`config.mk`:
```
export PLATFORM = sky130hd
export DESIGN_NAME = tt_mask_idx_rx
export DESIGN_NICKNAME = d
export VERILOG_FILES = /design/src/rtl/tt_mask_idx_rx.sv
export SDC_FILE = /design/constraint.sdc
export NUM_CORES = 1
export LEC_CHECK = 0
export CAP_MARGIN = 20
export CORE_MARGIN = 4
export CORE_UTILIZATION = 30
export DETAILED_ROUTE_END_ITERATION = 8
export GPL_TIMING_DRIVEN = 0
export PLACE_DENSITY = 0.63
export SLEW_MARGIN = 40
export SYNTH_ARGS = -nofsm -noshare
export SYNTH_HDL_FRONTEND = slang
export SYNTH_SLANG_ARGS = --single-unit
```
`constraint.sdc`:
```
create_clock -name i_clk -period 12.9 [get_ports i_clk]
set_input_delay 3.225 -clock i_clk [delete_from_list [all_inputs] [get_ports i_clk]]
set_output_delay 3.225 -clock i_clk [all_outputs]
set_load 0.05 [all_outputs]
```
`src/rtl/tt_mask_idx_rx.sv`:
```
// Receive side of the VPU->LSU mask/index credit link: a small FIFO of mask words or
// index items, unpacked into a per-element stream and returning one credit per freed entry.
module tt_mask_idx_rx #(
  parameter int VLEN         = 256,
  parameter int MASK_CREDITS = 2
) (
  input  logic                       i_clk,
  input  logic                       i_reset_n,
  input  logic                       i_mask_idx_valid,
  input  logic [64:0]                i_mask_idx_item,
  input  logic                       i_mask_idx_last_idx,
  output logic                       o_mask_idx_credit,
  input  logic                       i_memop_sync_start,
  input  logic                       i_memop_sync_end,
  input  logic                       i_is_masked_memop,
  input  logic                       i_is_indexed,
  input  logic [$clog2(VLEN+1)-1:0]  i_vl,
  output logic                       o_elem_valid,
  input  logic                       i_elem_ready,
  output logic                       o_elem_active,
  output logic [63:0]                o_elem_offset,
  output logic [$clog2(VLEN)-1:0]    o_elem_idx,
  output logic                       o_elem_last,
  output logic                       o_busy,
  output logic                       o_err,
  output logic [1:0]                 dbg_state
);
  localparam int VLW = $clog2(VLEN + 1);
  localparam int IW  = $clog2(VLEN);
  localparam int PW  = (MASK_CREDITS > 1) ? $clog2(MASK_CREDITS) : 1;
  localparam int CW  = $clog2(MASK_CREDITS + 1);

  typedef enum logic [1:0] {
    IDLE   = 2'd0,
    ACTIVE = 2'd1,
    FLUSH  = 2'd2
  } state_t;

  state_t          state;
  logic [65:0]     mem [MASK_CREDITS];
  logic [PW-1:0]   wr_ptr;
  logic [PW-1:0]   rd_ptr;
  logic [CW-1:0]   count;
  logic [5:0]      bitptr;
  logic [IW-1:0]   elem_idx;
  logic [VLW-1:0]  vl_q;
  logic            masked_q;
  logic            indexed_q;

  logic [65:0]     head;
  logic            empty;
  logic            full;
  logic            xfer;
  logic            pop;
  logic            push;
  logic            overflow;
  logic            is_last;
  logic            active_raw;

  // Entry layout: [65]=last_idx flag, [64]=mask bit, [63:0]=mask word or index.
  assign head     = mem[rd_ptr];
  assign empty    = (count == '0);
  assign full     = (count == CW'(MASK_CREDITS));
  assign is_last  = (VLW'(elem_idx) == (vl_q - VLW'(1)));

  assign o_elem_valid = (state == ACTIVE) && !empty;
  assign xfer         = o_elem_valid && i_elem_ready;

  assign pop = ((state == ACTIVE) && xfer && (indexed_q || (bitptr == 6'd63) || is_last)) ||
               ((state == FLUSH) && !empty);
  // A full FIFO still accepts a push when the head leaves in the same cycle.
  assign push     = i_mask_idx_valid && (!full || pop);
  assign overflow = i_mask_idx_valid && full && !pop;

  always_comb begin
    active_raw = 1'b1;
    if (masked_q) begin
      active_raw = indexed_q ? head[64] : head[bitptr];
    end
  end

  assign o_elem_active = o_elem_valid && active_raw;
  assign o_elem_offset = (o_elem_valid && indexed_q) ? head[63:0] : 64'd0;
  assign o_elem_last   = o_elem_valid && is_last;
  assign o_elem_idx    = elem_idx;
  assign o_busy        = (state != IDLE);
  assign dbg_state     = state;

  function automatic logic [PW-1:0] next_ptr(input logic [PW-1:0] p);
    return (p == PW'(MASK_CREDITS - 1)) ? '0 : p + 1'b1;
  endfunction

  always_ff @(posedge i_clk) begin
    if (push) begin
      mem[wr_ptr] <= {i_mask_idx_last_idx, i_mask_idx_item};
    end
  end

  always_ff @(posedge i_clk) begin
    if (!i_reset_n) begin
      state             <= IDLE;
      wr_ptr            <= '0;
      rd_ptr            <= '0;
      count             <= '0;
      bitptr            <= '0;
      elem_idx          <= '0;
      vl_q              <= '0;
      masked_q          <= 1'b0;
      indexed_q         <= 1'b0;
      o_mask_idx_credit <= 1'b0;
      o_err             <= 1'b0;
    end else begin
      o_mask_idx_credit <= pop;
      if (push) wr_ptr <= next_ptr(wr_ptr);
      if (pop)  rd_ptr <= next_ptr(rd_ptr);
      case ({push, pop})
        2'b10:   count <= count + 1'b1;
        2'b01:   count <= count - 1'b1;
        default: count <= count;
      endcase

      if (overflow) o_err <= 1'b1;
      // Sender and receiver disagree on op length when the final index is not flagged.
      if ((state == ACTIVE) && xfer && indexed_q && is_last && !head[65]) o_err <= 1'b1;

      case (state)
        IDLE: begin
          if (i_memop_sync_start && (i_is_masked_memop || i_is_indexed) && (i_vl != '0)) begin
            state     <= ACTIVE;
            masked_q  <= i_is_masked_memop;
            indexed_q <= i_is_indexed;
            vl_q      <= i_vl;
            bitptr    <= '0;
            elem_idx  <= '0;
          end
        end
        ACTIVE: begin
          if (xfer) begin
            elem_idx <= elem_idx + 1'b1;
            bitptr   <= pop ? 6'd0 : bitptr + 6'd1;
          end
          if (xfer && is_last) begin
            state    <= IDLE;
            elem_idx <= '0;
          end else if (i_memop_sync_end) begin
            state <= FLUSH;
          end
        end
        FLUSH: begin
          if (empty && !i_mask_idx_valid) begin
            state    <= IDLE;
            elem_idx <= '0;
            bitptr   <= '0;
          end
        end
        default: state <= IDLE;
      endcase
    end
  end
endmodule

```
==> metrics.cfg <==
[placed_design]
dp_cells = 1106
dp_hpwl_um = 15800
gp_congestion = 0.824
port_buffers = 161
place_area_mm2 = 0.00986

[critical_path]
r2r_setup_slack_ns = 8.60
rr_startpoint = vl_q[0]$_SDFFE_PN0P_
start_kind = flop
path_cells = clkbuf_1 -> clkbuf_1 -> mux4_2 -> a311oi_1 -> nand4_1 -> nor2_1 -> a311o_1 -> clkdlybuf4s50_1
crit_path_end_kind = output port
cpMostUsedCell = clkbuf_1
critPathLaunch = bitptr[0]$_SDFFE_PN0P_
critPathBufInv = 3
crit_required_ns = 9.68
cp_num_cells = 8
ff2ff_path_depth = 13
cp_max_fo = 10
crit_arrival_ns = 3.98
slowest_delay_ns = 0.84
crit_slowest_cell = clkdlybuf4s50_1
reg2reg_to = mem[0][59]$_DFFE_PP_
cpLargestDelayFamily = buffers and inverters
crit_path_end = o_elem_active
critPathKind = reg2out

[routing]
drt_iter0_drc = 286
drc = 0
drt_first_pass_iters = 5
drtAntennaViolNets = 0
drt_wl_total_um = 21000
post_drt_via_cell_ratio = 4.88
dr_total_vias = 5559
wl_per_cell_um = 18.4

[cells_and_area]
syn_to_final_growth_pct = 35.8
final_area_mm2 = 0.0104
fin_cells = 1138
register_area_mm2 = 0.00464
diodes = 0
fin_nets = 881
layout-drive-gt1-share_pct = 10.6
multiInputGateArea_mm2 = 0.00285
fillerInstances = 2387

[sta]
post-route-period-util_pct = 55.9
tightestPinTransition_ns = 0.869
setup_violations = 0
final.min_clock_period_ns = 7.21
hold_slack_ns = 0.518
setup_tns_ns = 0
rsz0062_at_grt = false
maxSlewHeadroom_pct = 42.0
drv_slew = 0
hold_viol_final = 0
fin_worst_skew_ns = 0.0197
clock.fmax_mhz = 139

[yosys]
synthCells = 601
async_flop_share_pct = 0
netlist.top_cell.by_area = edfxtp_1
yosysUniqueCellTypes = 65
ys.flop_type = edfxtp_1
synth_area_leaders = edfxtp_1, mux2i_1, dfxtp_1
synth_most_common_cell = edfxtp_1
synth_edf_count = 132
ys_seq_area_share_pct = 60.4
ys_ff_latch = 166
synth_commonest_cells = edfxtp_1, nor2_1, mux2i_1
syn_nets = 687
synth_top_area_share_pct = 51.6
synth_area_mm2 = 0.00769
ys_warn_count = 0
avgSynthCellArea_um2 = 12.8

[grt]
grt_pass1_wl_um = 32100
grt_max_degree = 19
grt-ovfl-total = 0
grt_antenna_before_repair = 0
first_global_vias = 5680
grt.total_usage_pct = 14.6

[cts]
cts.hold.buffers_added = 0
cts_made_buffers = 17
cts_sinks = 166
post_cts_buffers = 0
cts_buffer_depth = 2
clk_latency_ns = 0.43
clockRootBuffer = clkbuf_16
cts_tree = done
ctsHtreeMaxLevel = 4
cts_resized = 0
path_clk_slew_ns = 0.08

[floorplan]
core-area_mm2 = 0.0252
fp-row-count = 58
dieArea_mm2 = 0.0282
start_util_pct = 30.5
die_x_um = 168
die_y_um = 168
pin_count = 163

[power_and_ir_drop]
leakage_uw = 0.00342
powerDensity_mw_per_mm2 = 127
ir_drop_mv = 0.0846

[job]
max_cap_violations = 0

[min_path]
min_from = o_err$_SDFFE_PN0P_
hold_path_depth = 1
hold_class = reg2reg

[status]
run_status = complete, no violations

-- area by class of cell --
type                       count  share of cell area [%]
sequential                   166                    44.5
multi-input combinational    382                    27.3
buffer                        35                    1.61
clock inverter                14                    1.41
tap                          330                    3.95
timing repair buffer         175                    16.5
clock buffer                  18                    4.11
inverter                      18                   0.647
-- layer usage --
layer / GRT usage, % / part of all wire (%) / up-vias / wire length [µm]
met5: 0 / 0 / - / 0
met4: 3.25 / 1.3 / 0 / 268
li1: - / - / 2672 / -
met2: 24.1 / 47 / 175 / 9900
met1: 18.9 / 45 / 2695 / 9410
met3: 4.77 / 6.7 / 17 / 1410
-- layout by cell type (no fill, tap or decap), drive strengths merged, types with 14 or more instances in the layout --
master	synthesis	final
mux4	14	14
inv	17	28
clkbuf	19	38
nor2	87	87
nand2	32	32
dfxtp	34	34
buf	16	29
mux2i	86	86
clkdlybuf4s50	0	161
edfxtp	132	132
-- power breakdown --
| part | switching (µW) | internal [µW] | total, µW |
|---|---|---|---|
| Sequential | 15.2 | 620 | 635 |
| Clock | 234 | 260 | 495 |
| Combinational | 111 | 86.4 | 198 |
-- metrics by stage --
step	worst slack, ns	util, %	total power [µW]
floorplan	2.90	-	768
global placement	-1.26	38.6	845
detailed placement	6.12	39.1	846
CTS	5.67	41.4	1340
global route	5.52	41.5	1380
finish	5.69	41.5	1330
-- cells by family after synthesis --
| family | after synthesis | share of synthesized area [%] |
|---|---|---|
| fa+ha+maj | 3 | 0.488 |
| mux | 102 | 15.6 |
| simple gates | 198 | 12.8 |
| xor+xnor | 9 | 1.03 |
| buf+inv | 53 | 3.04 |
| compound gates | 70 | 6.62 |
| flops | 166 | 60.4 |
-- registers in the layout (all words and copies together) (netlist names), 2 cells and up, named ones only --
name / flops
o_elem_idx: 8
vl_q: 9
dbg_state: 2
bitptr: 6
count: 2
mem: 132
-- worst min-delay path by stage --
stage,end
CTS,count[1]$_SDFFE_PN0P_
global placement,o_err$_SDFFE_PN0P_
floorplan,masked_q$_SDFFE_PN0P_
global route,count[1]$_SDFFE_PN0P_
detailed placement,o_err$_SDFFE_PN0P_
finish,o_err$_SDFFE_PN0P_
-- worst reg2reg max path: stages (launching register included) --
cell and delay, ns:
dfxtp_1 0.31, clkbuf_1 0.37, inv_1 0.09, ha_1 0.32, xnor2_1 0.13, nor4_1 0.35
o2111ai_1 0.22, or4b_4 0.56, buf_6 0.18, a311oi_4 0.56, buf_4 0.32, buf_4 0.22
buf_6 0.17, buf_4 0.21
Note: power is estimated with default switching activity, not from simulation.
